<file path="src/rtl/note_seq_pkg.sv">
// Shared types and constants for the note sequencer: FSM state encoding,
// song table geometry and field widths.
package note_seq_pkg;

  localparam int unsigned DEPTH    = 8;
  localparam int unsigned ADDR_W   = 3;
  localparam int unsigned PERIOD_W = 8;
  localparam int unsigned DUR_W    = 8;
  localparam int unsigned LEN_W    = 4;
  localparam int unsigned ENTRY_W  = PERIOD_W + DUR_W;

  typedef enum logic [1:0] {
    StIdle = 2'd0,
    StLoad = 2'd1,
    StPlay = 2'd2,
    StDone = 2'd3
  } state_e;

  // Song length can never exceed the table depth.
  function automatic logic [LEN_W-1:0] clamp_len(input logic [LEN_W-1:0] l);
    return (l > LEN_W'(DEPTH)) ? LEN_W'(DEPTH) : l;
  endfunction

endpackage

</file>
<file path="src/rtl/note_seq_mem.sv">
// Song table: 8 x {period, duration} register file, one synchronous write
// port and one combinational read port. Contents are intentionally not reset.
module note_seq_mem
  import note_seq_pkg::*;
(
  input  logic               clk_i,
  input  logic               we_i,
  input  logic [ADDR_W-1:0]  waddr_i,
  input  logic [ENTRY_W-1:0] wdata_i,
  input  logic [ADDR_W-1:0]  raddr_i,
  output logic [ENTRY_W-1:0] rdata_o
);

  logic [ENTRY_W-1:0] mem_q [DEPTH];

  always_ff @(posedge clk_i) begin
    if (we_i) begin
      mem_q[waddr_i] <= wdata_i;
    end
  end

  assign rdata_o = mem_q[raddr_i];

endmodule

</file>
<file path="src/rtl/note_sequencer.sv">
// Plays a programmable (period, duration) table: each entry's period is held
// on the output for duration x TICK_CYCLES cycles, with optional looping.
module note_sequencer
  import note_seq_pkg::*;
#(
  parameter int unsigned TICK_CYCLES = 256
) (
  input  logic                clk,
  input  logic                rst,
  input  logic                wen,
  input  logic [ADDR_W-1:0]   waddr,
  input  logic [PERIOD_W-1:0] wperiod,
  input  logic [DUR_W-1:0]    wdur,
  input  logic [LEN_W-1:0]    len,
  input  logic                loop,
  input  logic                play,
  input  logic                stop,
  output logic [PERIOD_W-1:0] period,
  output logic [ADDR_W-1:0]   idx,
  output logic [1:0]          state,
  output logic                done
);

  state_e              state_q, state_d;
  logic [PERIOD_W-1:0] period_q, period_d;
  logic [ADDR_W-1:0]   idx_q, idx_d;
  logic                done_q, done_d;
  logic [15:0]         presc_q, presc_d;
  logic [DUR_W-1:0]    rem_q, rem_d;
  logic [LEN_W-1:0]    len_q, len_d;

  logic [ENTRY_W-1:0]  rd_entry;
  logic [PERIOD_W-1:0] rd_period;
  logic [DUR_W-1:0]    rd_dur;
  logic                tick;
  logic [LEN_W-1:0]    len_clamped;

  note_seq_mem u_mem (
    .clk_i   (clk),
    .we_i    (wen),
    .waddr_i (waddr),
    .wdata_i ({wperiod, wdur}),
    .raddr_i (idx_q),
    .rdata_o (rd_entry)
  );

  assign rd_period   = rd_entry[ENTRY_W-1:DUR_W];
  assign rd_dur      = rd_entry[DUR_W-1:0];
  assign tick        = (presc_q == 16'(TICK_CYCLES - 1));
  assign len_clamped = clamp_len(len);

  always_comb begin
    state_d  = state_q;
    period_d = period_q;
    idx_d    = idx_q;
    presc_d  = presc_q;
    rem_d    = rem_q;
    len_d    = len_q;

    unique case (state_q)
      StIdle: begin
        if (play) begin
          len_d   = len_clamped;
          idx_d   = '0;
          state_d = (len_clamped == '0) ? StDone : StLoad;
        end
      end
      StLoad: begin
        period_d = rd_period;
        rem_d    = (rd_dur == '0) ? DUR_W'(1) : rd_dur;
        presc_d  = '0;
        state_d  = StPlay;
      end
      StPlay: begin
        presc_d = tick ? 16'd0 : presc_q + 16'd1;
        if (tick) begin
          rem_d = rem_q - DUR_W'(1);
          if (rem_q == DUR_W'(1)) begin
            if (({1'b0, idx_q} + LEN_W'(1)) < len_q) begin
              idx_d   = idx_q + ADDR_W'(1);
              state_d = StLoad;
            end else if (loop) begin
              idx_d   = '0;
              state_d = StLoad;
            end else begin
              state_d = StDone;
            end
          end
        end
      end
      StDone: state_d = StIdle;
      default: state_d = StIdle;
    endcase

    // Abort wins over play and over any note-end decision made above.
    if (stop) begin
      state_d  = StIdle;
      presc_d  = '0;
      idx_d    = '0;
      period_d = '0;
    end

    done_d = (state_d == StDone);
  end

  always_ff @(posedge clk) begin
    if (rst) begin
      state_q  <= StIdle;
      period_q <= '0;
      idx_q    <= '0;
      done_q   <= 1'b0;
      presc_q  <= '0;
      rem_q    <= '0;
      len_q    <= '0;
    end else begin
      state_q  <= state_d;
      period_q <= period_d;
      idx_q    <= idx_d;
      done_q   <= done_d;
      presc_q  <= presc_d;
      rem_q    <= rem_d;
      len_q    <= len_d;
    end
  end

  assign period = period_q;
  assign idx    = idx_q;
  assign state  = state_q;
  assign done   = done_q;

endmodule

</file>
<file path="config.mk">
export PLATFORM = sky130hd
export DESIGN_NAME = note_sequencer
export DESIGN_NICKNAME = d
export VERILOG_FILES = /design/src/rtl/note_seq_pkg.sv /design/src/rtl/note_seq_mem.sv /design/src/rtl/note_sequencer.sv
export SDC_FILE = /design/constraint.sdc
export NUM_CORES = 1
export LEC_CHECK = 0
export CORE_MARGIN = 10
export CORE_UTILIZATION = 60
export DETAILED_ROUTE_END_ITERATION = 12
export MAX_ROUTING_LAYER = met4
export PLACE_DENSITY = 0.8
export SLEW_MARGIN = 30
export SYNTH_ARGS = -nofsm -noshare
export SYNTH_HDL_FRONTEND = slang
export SYNTH_SLANG_ARGS = --single-unit
</file>
<file path="constraint.sdc">
create_clock -name clk -period 5.05 [get_ports clk]
set_clock_uncertainty 0.1 [all_clocks]
set_input_delay 1.01 -clock clk [delete_from_list [all_inputs] [get_ports clk]]
set_output_delay 1.01 -clock clk [all_outputs]
set_load 0.05 [all_outputs]
</file>
## Word-level counts from Yosys, hierarchy flattened

Memories as Yosys holds them, arrays and structs flattened. A register that Yosys moved wholly into a read port is not among the register bits.
Cells that the tools add are included.
W data, S select, Z words.

| operators by class | value |
|---|---|
| reductions and logical operators | 9 |
| add/sub/neg operators | 4 |
| magnitude comparators | 2 |
| equality and inequality tests | 10 |
| multiplexer cells | 24 |

Operators by type and width:

| operator | count |
|---|---|
| $pmux W16 S2 | 1 |
| $mux W3 | 7 |
| $add A16 B1 Y16 const B | 1 |
| $eq A16 B8 Y1 const B | 1 |
| $mux W16 | 1 |
| $mux W8 | 2 |
| $pmux W8 S2 | 1 |
| $mux W2 | 7 |
| $eq A8 B1 Y1 const B | 1 |
| $logic_not A8 Y1 | 1 |
| $pmux W2 S4 | 1 |
| $sub A8 B1 Y8 const B | 1 |
| $eq A2 B2 Y1 const B | 3 |
| $ne A2 B2 Y1 const B | 3 |
| $pmux W3 S2 | 1 |
| $reduce_and A5 Y1 | 1 |
| $add A3 B1 Y4 const B | 1 |
| $gt A4 B4 Y1 const B | 1 |
| $logic_not A4 Y1 | 1 |
| $lt A4 B4 Y1 | 1 |
| $mux W4 | 1 |
| $reduce_and A2 Y1 | 2 |
| $reduce_bool A2 Y1 | 2 |
| $add A3 B1 Y3 const B | 1 |
| other kinds (5) | 6 |

| word-level totals | value |
|---|---|
| memories kept | 1 |
| register bits | 42 |
| output and inout bits | 14 |
| input port bits | 29 |
| word-level logic and storage cells | 57 |
| bits in writable memories | 128 |

Memory list:

| memory | depth | bits a word | rd ports | clocked after memory_dff | write ports | RTL line | text |
|---|---|---|---|---|---|---|---|
| u_mem.mem_q | 8 | 16 | 1 | 1 | 1 | note_seq_mem.sv:14 | `logic [ENTRY_W-1:0] mem_q [DEPTH];` |

## Longest topological paths before layout

| logic depth | value |
|---|---|
| depth in word-level cells | 8 |
| mapped depth | 8 |
| mapped depth without buffers | 8 |

## Cells and area by module

From an unflattened synthesis, not the netlist that was laid out.

| second synthesis, totals | value |
|---|---|
| cells, all modules | 446 |
| area, all modules | 7,088.0 um^2 |

Modules (own cells, without submodules):

| module | cells each | instances | sequential area each (um^2) | area an instance (um^2) |
|---|---|---|---|---|
| note_seq_mem | 198 | 1 | 3,843.7 | 4,973.5 |
| note_sequencer | 248 | 1 | 840.8 | 2,114.5 |

## Least setup slack after synthesis

Ideal clock, no wire load.

| timing path | value |
|---|---|
| path kind | input -> register |
| start | input port waddr[2] |
| end | memory u_mem.mem_q[0][0] (netlist name) (enable) |
| data required time | 4.541 ns |
| setup time | 0.409 ns |
| stages | 2 |
| buffers on the path | 0 |
| arrival | 2.323 ns |
| path slack | 2.217 ns |
| path through | nand2b_1 nor3_1 |

RTL lines:

| item | RTL line | text |
|---|---|---|
| start, declared | note_sequencer.sv:11 | `input logic [ADDR_W-1:0] waddr,` |
| end, declared | note_seq_mem.sv:14 |  |

No word-level cell before the write port.

## Final worst setup path

| timing path | value |
|---|---|
| start | register idx_q[1] (netlist: idx[1]) |
| end | output port idx[1] |

RTL lines:

| item | RTL line | text |
|---|---|---|
| start, declared | note_sequencer.sv:26 | `logic [ADDR_W-1:0] idx_q, idx_d;` |
| start signal, assigned | note_sequencer.sv:118 | `idx_q <= idx_d;` |
| end, declared | note_sequencer.sv:19 | `output logic [ADDR_W-1:0] idx,` |

No word-level cell between the ends.

==> reports/metrics.yaml <==
final_layout:
  fillCellCount: 784
  final_area_um2: 8590
  diodes: 0
  nNetsFinal: 615
  areaGrowthSynthToFinish_pct: 16.0
  drive_gt1_share_pct: 14.9
placed_design:
  port-buffer-count: 42
  post_dp_cell_area_um2: 8000
  globalplace.congestion: 0.842
  dpl_worst_slack_ns: 1.91
  hpwl_mm: 10.5
setup_path:
  reg2reg_slack_ns: 2.41
  arrival_ns: 1.71
  critical_path_buf_inv_count: 1
  crit_chain: "clkdlybuf4s50_1"
  start_kind: "flip-flop"
  required_ns: 3.94
  crit_type: "flip-flop to output pin"
  crit_path_end_kind: "output pin"
  crit_path_max_incr_delay_ns: 0.85
  critical_path.max_fanout: 5
  cp_top_family: "buffers and inverters"
  r2r-end: "rem_q[0]"
  reg2reg_depth: 6
  cp_slowest_cell: "clkdlybuf4s50_1"
cts:
  clkSinkCount: 173
  clk_latency_ns: 0.43
  cts_resized: 0
  cts_buffer_depth: 2
  clockRootBuffer: "clkbuf_16"
  holdBufCountCts: 0
  ctsHtreeMaxLevel: 4
  cts_buffers: 17
  cts_tree: "built"
  clk_pin_slew_ns: 0.07
  postCtsSetupBuffers: 0
synth:
  synth.area.top_cells: "edfxtp_1 52%, dfxtp_1 12%, mux4_2 9.4%"
  synthTopCellsByCount: "128 x edfxtp_1, 51 x nor2_1, 45 x dfxtp_1, 45 x nand2_1, 31 x mux4_2"
  ys_ff_latch: 173
  ys_warn_count: 0
  syn-instance-count: 528
  synthArstFlopShare_pct: 0
  synth_cell_type_count: 54
  syn_nets: 567
  synthesis.area_um2: 7400
  ys.flop_type: "edfxtp_1"
  yosysMostFrequentCell: "edfxtp_1"
  synth_edf_count: 128
  avgSynthCellArea_um2: 14.0
  synth_top_cell_by_area: "edfxtp_1"
  yosys.area.top_type_share_pct: 51.9
  seq_area_frac_synth_pct: 64.1
detailed_routing:
  wl_per_cell_um: 20.7
  routed_wl_mm: 15.7
  drt-initial-drc-count: 418
  vias: 4644
  vias_per_cell: 6.13
  drtPass1Iterations: 7
  drcViolationCount: 0
  ant_nets: 0
global_route:
  grt-ovfl-total: 0
  grt_pass1_wl_mm: 24.4
  grt_max_degree: 37
  grt_pass1_vias: 4708
  antenna_found_initial: 0
  grt_usage_pct: 19.4
floorplanning:
  die_w_um: 131
  die_area_um2: 17200
  core_um2: 12100
  num_rows: 40
  io-pin-count: 43
  die_y_um: 131
  start_util_pct: 61.4
timing:
  period_needed_ns: 2.82
  tns_ns: 0
  fmax_ghz: 0.354
  hold_viol: 0
  period_share_pct: 55.9
  maxSlewViolCount: 0
  rsz0062_at_grt: "false"
  worst_slew_pin_slew_ns: 0.986
  setup_ws_ns: 2.23
  setup_viol: 0
  slew_headroom_pct: 34.0
power:
  clkPwrFrac_pct: 42.2
  power_leakage_uw: 0.00274
  p_switching_uw: 674
  power.internal_uw: 2390
  p_comb_share_pct: 5.9
  pwr-share-seq_pct: 51.9
  cellPowerDensity_nw_per_um2: 357
  peakVddDrop_uv: 346
  p_sw_share_pct: 22.0
status:
  status: "finished, final reports clean"
flow_run:
  max-cap-violations: 0
hold_path:
  holdPathStages: 2
  hp-start: "len_q[3]"
  hold_end: "len_q[3]"
  min_path_type: "flip-flop to flip-flop"
==> cells in the final DEF (no fill, tap or decap), drive strengths merged, types with 15 or more instances in the layout <==
cell type        n
nand2           45
a21oi           18
nor3            19
inv             16
nor2            51
edfxtp         128
mux4            31
dfxtp           45
clkbuf          20
clkdlybuf4s50   42
o21ai           15
==> routing by layer <==
metal,track usage (%),wire (um),vias up
met2,32.0,7920,190
met3,5.11,1150,34
met4,7.19,320,0
met1,22.6,6270,2286
met5,-,0,-
li1,-,-,2134
==> flip-flops by register name, summed over array words and instances, names as in the netlist, named ones only <==
| name | cells |
|---|---|
| period | 8 |
| idx | 3 |
| presc_q | 16 |
| state | 2 |
| done | 1 |
| u_mem.mem_q | 128 |
| len_q | 4 |
| rem_q | 8 |
==> final cells by class <==
type,instances,area (um^2),share of cell area [%]
inverters,12,45.0,0.525
flip-flops and latches,173,4750,55.3
clock buffers,20,447,5.20
repair buffers,53,503,5.86
well taps,168,210,2.45
clock inverters,12,139,1.62
multi-input cells,319,2490,29.1
==> cells by family after synthesis <==
| logic type | synth area share (%) |
|---|---|
| AND/OR/NAND/NOR | 11.9 |
| flip-flops | 64.1 |
| AO/OA/AOI/OAI | 7.24 |
| multiplexers | 10.9 |
| buffers and inverters | 2.35 |
| XOR/XNOR | 1.78 |
| adder cells (fa/ha/maj) | 1.69 |
==> worst min-delay path: cells and delay by family, from the launching register on <==
kind            cells  cell delay, ns
compound gates      1            0.06
flops               1            0.31
simple gates        1            0.05
==> power by group through the flow <==
stage	Clock, uW	Combinational, uW	Sequential, uW
6_report	1290	180	1590
5_1_grt	1360	195	1590
4_1_cts	1310	179	1590
3_5_place_dp	0	178	1620
3_3_place_gp	0	172	1620
2_1_floorplan	0	96.1	1630
==> metrics by stage <==
step / util (%) / hold WS, ns / total power, uW / instances
2_1_floorplan: - / 0.336 / 1720 / 528
3_5_place_dp: 66.3 / 0.357 / 1800 / 725
6_report: 71.2 / 0.368 / 3060 / 757
3_3_place_gp: 66.3 / 0.353 / 1790 / 725
5_1_grt: 71.2 / 0.397 / 3150 / 757
4_1_cts: 71.2 / 0.373 / 3080 / 757
==> how the worst max path moves through the flow <==
stage,cells after the start,from,endpoint,slack (ns)
2_1_floorplan,2,waddr[2],u_mem.mem_q[0][0],2.22
3_5_place_dp,4,waddr[1],u_mem.mem_q[3][2],1.91
6_report,1,idx[1],idx[1],2.23
3_3_place_gp,4,waddr[1],u_mem.mem_q[3][6],1.96
5_1_grt,1,idx[2],idx[2],2.19
4_1_cts,1,idx[2],idx[2],2.23
Note: power is estimated with default switching activity, not from simulation.
